--- config.mk ---
export PLATFORM = sky130hd
export DESIGN_NAME = uart_rx
export DESIGN_NICKNAME = d
export VERILOG_FILES = /design/src/rtl/uart_pkg.sv /design/src/rtl/uart_baud_tick.sv /design/src/rtl/uart_rx.sv
export SDC_FILE = /design/constraint.sdc
export NUM_CORES = 1
export LEC_CHECK = 0
export BUFFER_PORTS_ARGS = -buffer_cell sky130_fd_sc_hd__buf_2
export CORE_MARGIN = 10
export CORE_UTILIZATION = 57
export DETAILED_ROUTE_END_ITERATION = 8
export PLACE_DENSITY_LB_ADDON = 0.1
export SETUP_SLACK_MARGIN = 0.1
export SLEW_MARGIN = 20
export SYNTH_ARGS = -nofsm -noshare
export SYNTH_HDL_FRONTEND = slang
export SYNTH_SLANG_ARGS = --single-unit
--- constraint.sdc ---
create_clock -name clk -period 2.6 [get_ports clk]
set_clock_uncertainty 0.05 [all_clocks]
set_input_delay 0.78 -clock clk [delete_from_list [all_inputs] [get_ports clk]]
set_output_delay 0.78 -clock clk [all_outputs]
set_load 0.05 [all_outputs]
--- src/rtl/uart_pkg.sv ---
// rtl/uart_pkg.sv - shared types, constants and helpers for the UART cores
//
// Contents:
//   uart_rx_state_e  receiver FSM states
//   OVERSAMPLE       ticks per bit period
//   SAMPLE_MID       phase at which the centre sample is taken
//   maj3             2-of-3 majority vote
package uart_pkg;

  typedef enum logic [2:0] {
    IDLE,
    START,
    DATA,
    PARITY,
    STOP
  } uart_rx_state_e;

  localparam int OVERSAMPLE = 16;
  localparam int SAMPLE_MID = 7;

  function automatic logic maj3(input logic a, input logic b, input logic c);
    return (a & b) | (a & c) | (b & c);
  endfunction

endpackage

--- src/rtl/uart_baud_tick.sv ---
// rtl/uart_baud_tick.sv - oversample tick generator shared by the UART rx/tx cores
//
// Ports:
//   clk       in   system clock
//   rst       in   synchronous active-high reset
//   en        in   enable; while low the counter is held at 0 and no ticks occur
//   baud_div  in   tick period = baud_div+1 clk cycles
//   tick      out  one-clk pulse each time the down-counter reaches 0
module uart_baud_tick #(
  parameter int DIV_WIDTH = 16
) (
  input  logic                 clk,
  input  logic                 rst,
  input  logic                 en,
  input  logic [DIV_WIDTH-1:0] baud_div,
  output logic                 tick
);

  logic [DIV_WIDTH-1:0] cnt;

  assign tick = en && (cnt == '0);

  // baud_div is only sampled at reload, so a new divisor takes effect on
  // the next period rather than truncating the current one.
  always_ff @(posedge clk) begin
    if (rst || !en) begin
      cnt <= '0;
    end else if (cnt == '0) begin
      cnt <= baud_div;
    end else begin
      cnt <= cnt - 1'b1;
    end
  end

endmodule

--- src/rtl/uart_rx.sv ---
// rtl/uart_rx.sv - UART receive core: 16x oversampled 8N1 deframer with valid/ready output
//
// Optional feature macro: UART_RX_PARITY_EN (builds the parity state and parity_err).
//
// Ports:
//   clk         in   system clock
//   rst         in   synchronous active-high reset
//   en          in   receiver enable; low aborts any frame and disarms
//   baud_div    in   oversample tick period = baud_div+1 clk cycles
//   parity_en   in   expect a parity bit after the data bits (parity build only)
//   parity_odd  in   1 = odd parity, 0 = even (parity build only)
//   rx_pin      in   asynchronous serial input, idle high
//   data_out    out  received character, stable while valid
//   valid       out  data_out holds an unread character
//   ready       in   consumer accepts on valid && ready
//   busy        out  a frame is in progress
//   frame_err   out  1-clk pulse: stop bit sampled low
//   parity_err  out  1-clk pulse: parity mismatch (tied 0 without the parity build)
//   overrun     out  1-clk pulse: character completed while valid still high
module uart_rx
  import uart_pkg::*;
#(
  parameter int DATA_BITS  = 8,
  parameter int DIV_WIDTH  = 16,
  parameter int OVERSAMPLE = 16
) (
  input  logic                 clk,
  input  logic                 rst,
  input  logic                 en,
  input  logic [DIV_WIDTH-1:0] baud_div,
  input  logic                 parity_en,
  input  logic                 parity_odd,
  input  logic                 rx_pin,
  output logic [DATA_BITS-1:0] data_out,
  output logic                 valid,
  input  logic                 ready,
  output logic                 busy,
  output logic                 frame_err,
  output logic                 parity_err,
  output logic                 overrun
);

  localparam int PHASE_W = $clog2(OVERSAMPLE);
  localparam logic [PHASE_W-1:0] PH_EARLY = PHASE_W'(SAMPLE_MID - 1);
  localparam logic [PHASE_W-1:0] PH_MID   = PHASE_W'(SAMPLE_MID);
  localparam logic [PHASE_W-1:0] PH_LATE  = PHASE_W'(SAMPLE_MID + 1);
  localparam logic [3:0]         LAST_BIT = 4'(DATA_BITS - 1);

  logic                 rx_meta;
  logic                 rx_sync;
  logic                 tick;
  uart_rx_state_e       state;
  logic                 armed;
  logic [PHASE_W-1:0]   phase;
  logic [PHASE_W-1:0]   ph_next;
  logic                 s_early;
  logic                 s_mid;
  logic                 vote;
  logic [3:0]           bit_idx;
  logic [DATA_BITS-1:0] shreg;

`ifdef UART_RX_PARITY_EN
  logic                 par_bad;
`else
  logic                 parity_unused;
  assign parity_unused = parity_en ^ parity_odd;
  assign parity_err    = 1'b0;
`endif

  // Two-flop synchroniser; reset to the idle line level so reset release
  // never looks like a start edge.
  always_ff @(posedge clk) begin
    if (rst) begin
      rx_meta <= 1'b1;
      rx_sync <= 1'b1;
    end else begin
      rx_meta <= rx_pin;
      rx_sync <= rx_meta;
    end
  end

  uart_baud_tick #(
    .DIV_WIDTH(DIV_WIDTH)
  ) u_tick (
    .clk      (clk),
    .rst      (rst),
    .en       (en),
    .baud_div (baud_div),
    .tick     (tick)
  );

  // phase holds the index of the most recent tick; the detection tick is 0.
  assign ph_next = phase + 1'b1;
  // Third sample is the live synchronised value at the decision tick.
  assign vote    = maj3(s_early, s_mid, rx_sync);
  assign busy    = (state != IDLE);

  always_ff @(posedge clk) begin
    if (rst) begin
      state     <= IDLE;
      armed     <= 1'b0;
      phase     <= '0;
      s_early   <= 1'b1;
      s_mid     <= 1'b1;
      bit_idx   <= '0;
      shreg     <= '0;
      data_out  <= '0;
      valid     <= 1'b0;
      frame_err <= 1'b0;
      overrun   <= 1'b0;
`ifdef UART_RX_PARITY_EN
      par_bad    <= 1'b0;
      parity_err <= 1'b0;
`endif
    end else begin
      frame_err <= 1'b0;
      overrun   <= 1'b0;
`ifdef UART_RX_PARITY_EN
      parity_err <= 1'b0;
`endif
      // Consumer handshake; a delivery in the same cycle overrides this below.
      if (valid && ready) begin
        valid <= 1'b0;
      end

      if (!en) begin
        state <= IDLE;
        armed <= 1'b0;
      end else if (tick) begin
        if (state == IDLE) begin
          // Arming needs a high sample first so a line stuck low (break)
          // cannot retrigger frames back to back.
          if (rx_sync) begin
            armed <= 1'b1;
          end else if (armed) begin
            state <= START;
            phase <= '0;
          end
        end else begin
          phase <= ph_next;
          if (ph_next == PH_EARLY) s_early <= rx_sync;
          if (ph_next == PH_MID)   s_mid   <= rx_sync;
          if (ph_next == PH_LATE) begin
            case (state)
              START: begin
                if (vote) begin
                  state <= IDLE;
                end else begin
                  state   <= DATA;
                  bit_idx <= '0;
                end
              end
              DATA: begin
                shreg   <= {vote, shreg[DATA_BITS-1:1]};
                bit_idx <= bit_idx + 1'b1;
                if (bit_idx == LAST_BIT) begin
`ifdef UART_RX_PARITY_EN
                  state <= parity_en ? PARITY : STOP;
`else
                  state <= STOP;
`endif
                end
              end
`ifdef UART_RX_PARITY_EN
              PARITY: begin
                par_bad <= vote != ((^shreg) ^ parity_odd);
                state   <= STOP;
              end
`endif
              STOP: begin
                // Return to IDLE mid stop bit so the next start edge is
                // caught even from a slightly fast transmitter.
                state <= IDLE;
                armed <= 1'b0;
                if (!vote) begin
                  frame_err <= 1'b1;
`ifdef UART_RX_PARITY_EN
                end else if (par_bad) begin
                  parity_err <= 1'b1;
`endif
                end else if (!valid || ready) begin
                  data_out <= shreg;
                  valid    <= 1'b1;
                end else begin
                  overrun <= 1'b1;
                end
`ifdef UART_RX_PARITY_EN
                par_bad <= 1'b0;
`endif
              end
              default: state <= IDLE;
            endcase
          end
        end
      end
    end
  end

endmodule

==> qor.txt <==
Routed WL: 5560 microns
depth of the CTS H-tree: 2
commonest non-fill, non-tap cells in the layout: 51 x dfxtp_1, 32 x buf_2, 24 x nor2_1, 18 x a21oi_1, 16 x nand3_1
initial antenna violation count: 0
Initial Utilization: 59.4%
Total Power: 2.89 mW
CTS tree: yes
Sink Count: 51
pin count of the biggest net entering global routing: 25
synthesized flop and latch total: 51
die area: 7710 sq um
DRC: 0
antenna-violating nets left: 0
share of layout cells above drive strength 1: 19.3%
synthesis-to-finish area growth: 11.5%
Critical Path Fanout Max: 16
CTS buffer count: 5
peak supply drop: 0.707 mV
Clock Tree Buf Depth: 2
outcome: finished clean
Final Wtd Congestion: 0.823
core area: 4410 sq um
power per standard cell area: 987 nW/um^2
die width: 87.8 microns
hold path depth: 1
Root Buffer: clkbuf_8
crit path time final: 2.36 ns
pins over their slew limit: 0
switching portion of total power: 39.6%
DR vias: 2170
RSZ-0062 raised after global routing: false
Worst Path Arrival: 2.53 ns
DP HPWL: 4170 microns
Iter 0 DRT Violations: 76
final worst setup slack: 0.241 ns
first-pass GRT wire length: 9590 microns
clock latency on the worst-skew pair: 0.31 ns
GRT Resource Usage Total: 15.3%
CP Capture Type: flop
Mapped Cells: 296
Wirelength per Cell: 14.7 microns
Pleak: 1.16 nW
fin crit share: 90.7%
Worst-path clk slew: 0.10 ns
sequential share of power: 36.4%
combinational share of power: 44.2%
Post-Place Setup Slack: 0.231 ns
NetSw: 1.14 mW
global route overflow: 0
Via density: 5.74
# setup viols final: 0
Int Power: 1.74 mW
Worst setup SP type: flop
post-CTS sizing: 0
Post-CTS Repair Setup Buffers: 0
DP Area: 2810 sq um
Hold Buf Count CTS: 0
Synth Warn #: 0
# diodes: 0
syn_nets: 326
DRT Pass-1 Iters: 4
Synth cell types: 56
Reg2Reg Depth: 5
max-cap viol count: 0
Main synth FF type: dfxtp_1
Mean Syn Cell Area: 8.86 sq um
Fin. Hold Viols: 0
clock share of power: 19.4%
setup_tns: 0 ns
critical path data required time: 2.77 ns
asr flop ratio synth: 0%
FP Rows: 24
Hold WC Path Type: flop to flop
post-synthesis sequential area ratio: 38.9%
# IOs: 36
vias in the first global route: 2069
# nets final: 355
port buffer count: 32
Die Y-Extent: 87.8 microns
Crit Path Category: flop to flop
Fmax achieved: 424 MHz
fin area: 2920 sq um
number of flops mapped to enable cells by yosys: 0
commonest non-fill, non-tap cell in the layout: dfxtp_1
Syn Std Cell Area: 2620 sq um
## cell families after synthesis
family / synth area share (%)
simple gates: 26.0
mux: 5.53
fa+ha+maj: 3.72
other cells: 0.143
buf+inv: 4.96
xor+xnor: 4.68
compound gates: 16.0
flops: 38.9
## per-stage QoR
| step | instances | hold slack [ns] | util (%) |
|---|---|---|---|
| final | 378 | 0.368 | 66.2 |
| after global routing | 378 | 0.386 | 66.2 |
| after CTS | 378 | 0.374 | 66.2 |
| after detailed placement | 370 | 0.348 | 63.7 |
| after global placement | 370 | 0.344 | 63.7 |
| after floorplan | 296 | 0.339 | - |
## cell type report
type / instances / area [sq um]
fill: 377 / 1490
inverter: 9 / 33.8
timing repair buffer: 40 / 220
clock buffer: 5 / 68.8
multi-input combinational: 218 / 1470
clock inverter: 3 / 43.8
tap: 52 / 65.1
sequential: 51 / 1020
## worst paths after layout
check,from,endpoint,slack [ns]
setup / recovery,phase[0]$_SDFFE_PP0P_,bit_idx[2]$_SDFFE_PP0P_,0.24
hold / removal,rx_meta$_SDFF_PP1_,rx_sync$_SDFF_PP1_,0.37
setup reg to reg,phase[0]$_SDFFE_PP0P_,bit_idx[2]$_SDFFE_PP0P_,0.24
hold reg to reg,rx_meta$_SDFF_PP1_,rx_sync$_SDFF_PP1_,0.37
## critical path, cell delays in order (launching register included)
cell     delay, ns
dfxtp_1       0.49
ha_1          0.37
mux2_4        0.35
o22a_4        0.26
or3_4         0.51
o41ai_1       0.25
## synth_stat cells, types with 2 or more instances
cell type / instances / area share (%)
a211oi_1: 12 / 3.4
a21oi_1: 18 / 3.4
and3_2: 2 / 0.57
and4_1: 2 / 0.67
buf_4: 2 / 0.57
buf_6: 2 / 0.86
clkbuf_1: 12 / 1.7
dfxtp_1: 51 / 39
ha_1: 7 / 3.3
inv_1: 9 / 1.3
mux2i_1: 13 / 5.0
nand2_1: 11 / 1.6
nand2b_1: 15 / 3.6
nand3_1: 16 / 3.1
nand3b_1: 2 / 0.57
nand4_1: 3 / 0.72
nor2_1: 24 / 3.4
nor2b_1: 3 / 0.72
nor3_1: 7 / 1.3
nor3b_1: 5 / 1.4
nor4_1: 3 / 0.72
nor4_2: 3 / 1.4
nor4b_1: 3 / 1.0
o21ai_0: 15 / 2.9
o21ai_1: 5 / 0.95
o22ai_1: 2 / 0.48
o32ai_1: 2 / 0.67
o41ai_1: 2 / 0.67
or2_2: 3 / 0.72
or3_1: 3 / 0.72
or4_1: 2 / 0.57
xnor2_1: 4 / 1.3
xor2_1: 10 / 3.3
## flip-flops by register name (all words and copies together) (netlist names)
register / cells
rx_meta: 1
phase: 4
data_out: 8
overrun: 1
s_early: 1
shreg: 8
armed: 1
bit_idx: 4
state: 3
valid: 1
s_mid: 1
rx_sync: 1
u_tick.cnt: 16
frame_err: 1
## layer usage
metal  global-route usage, %  part of all wire (%)  vias to the layer above
li1                        -                     -                     1122
met1                    18.5                    46                     1008
met2                    25.5                    47                       33
met3                    3.99                   4.7                        7
met4                    5.22                   1.4                        0
met5                       0                     0                        -
## power by group through the flow
| stage | Combinational (mW) | Sequential, mW | Clock (mW) |
|---|---|---|---|
| finish | 1.28 | 1.05 | 0.560 |
| global route | 1.44 | 1.07 | 0.600 |
| CTS | 1.28 | 1.05 | 0.573 |
| detailed placement | 1.27 | 1.07 | 0 |
| global placement | 1.26 | 1.06 | 0 |
| floorplan | 1.00 | 1.04 | 0 |
Note: power is estimated with default switching activity, not from simulation.
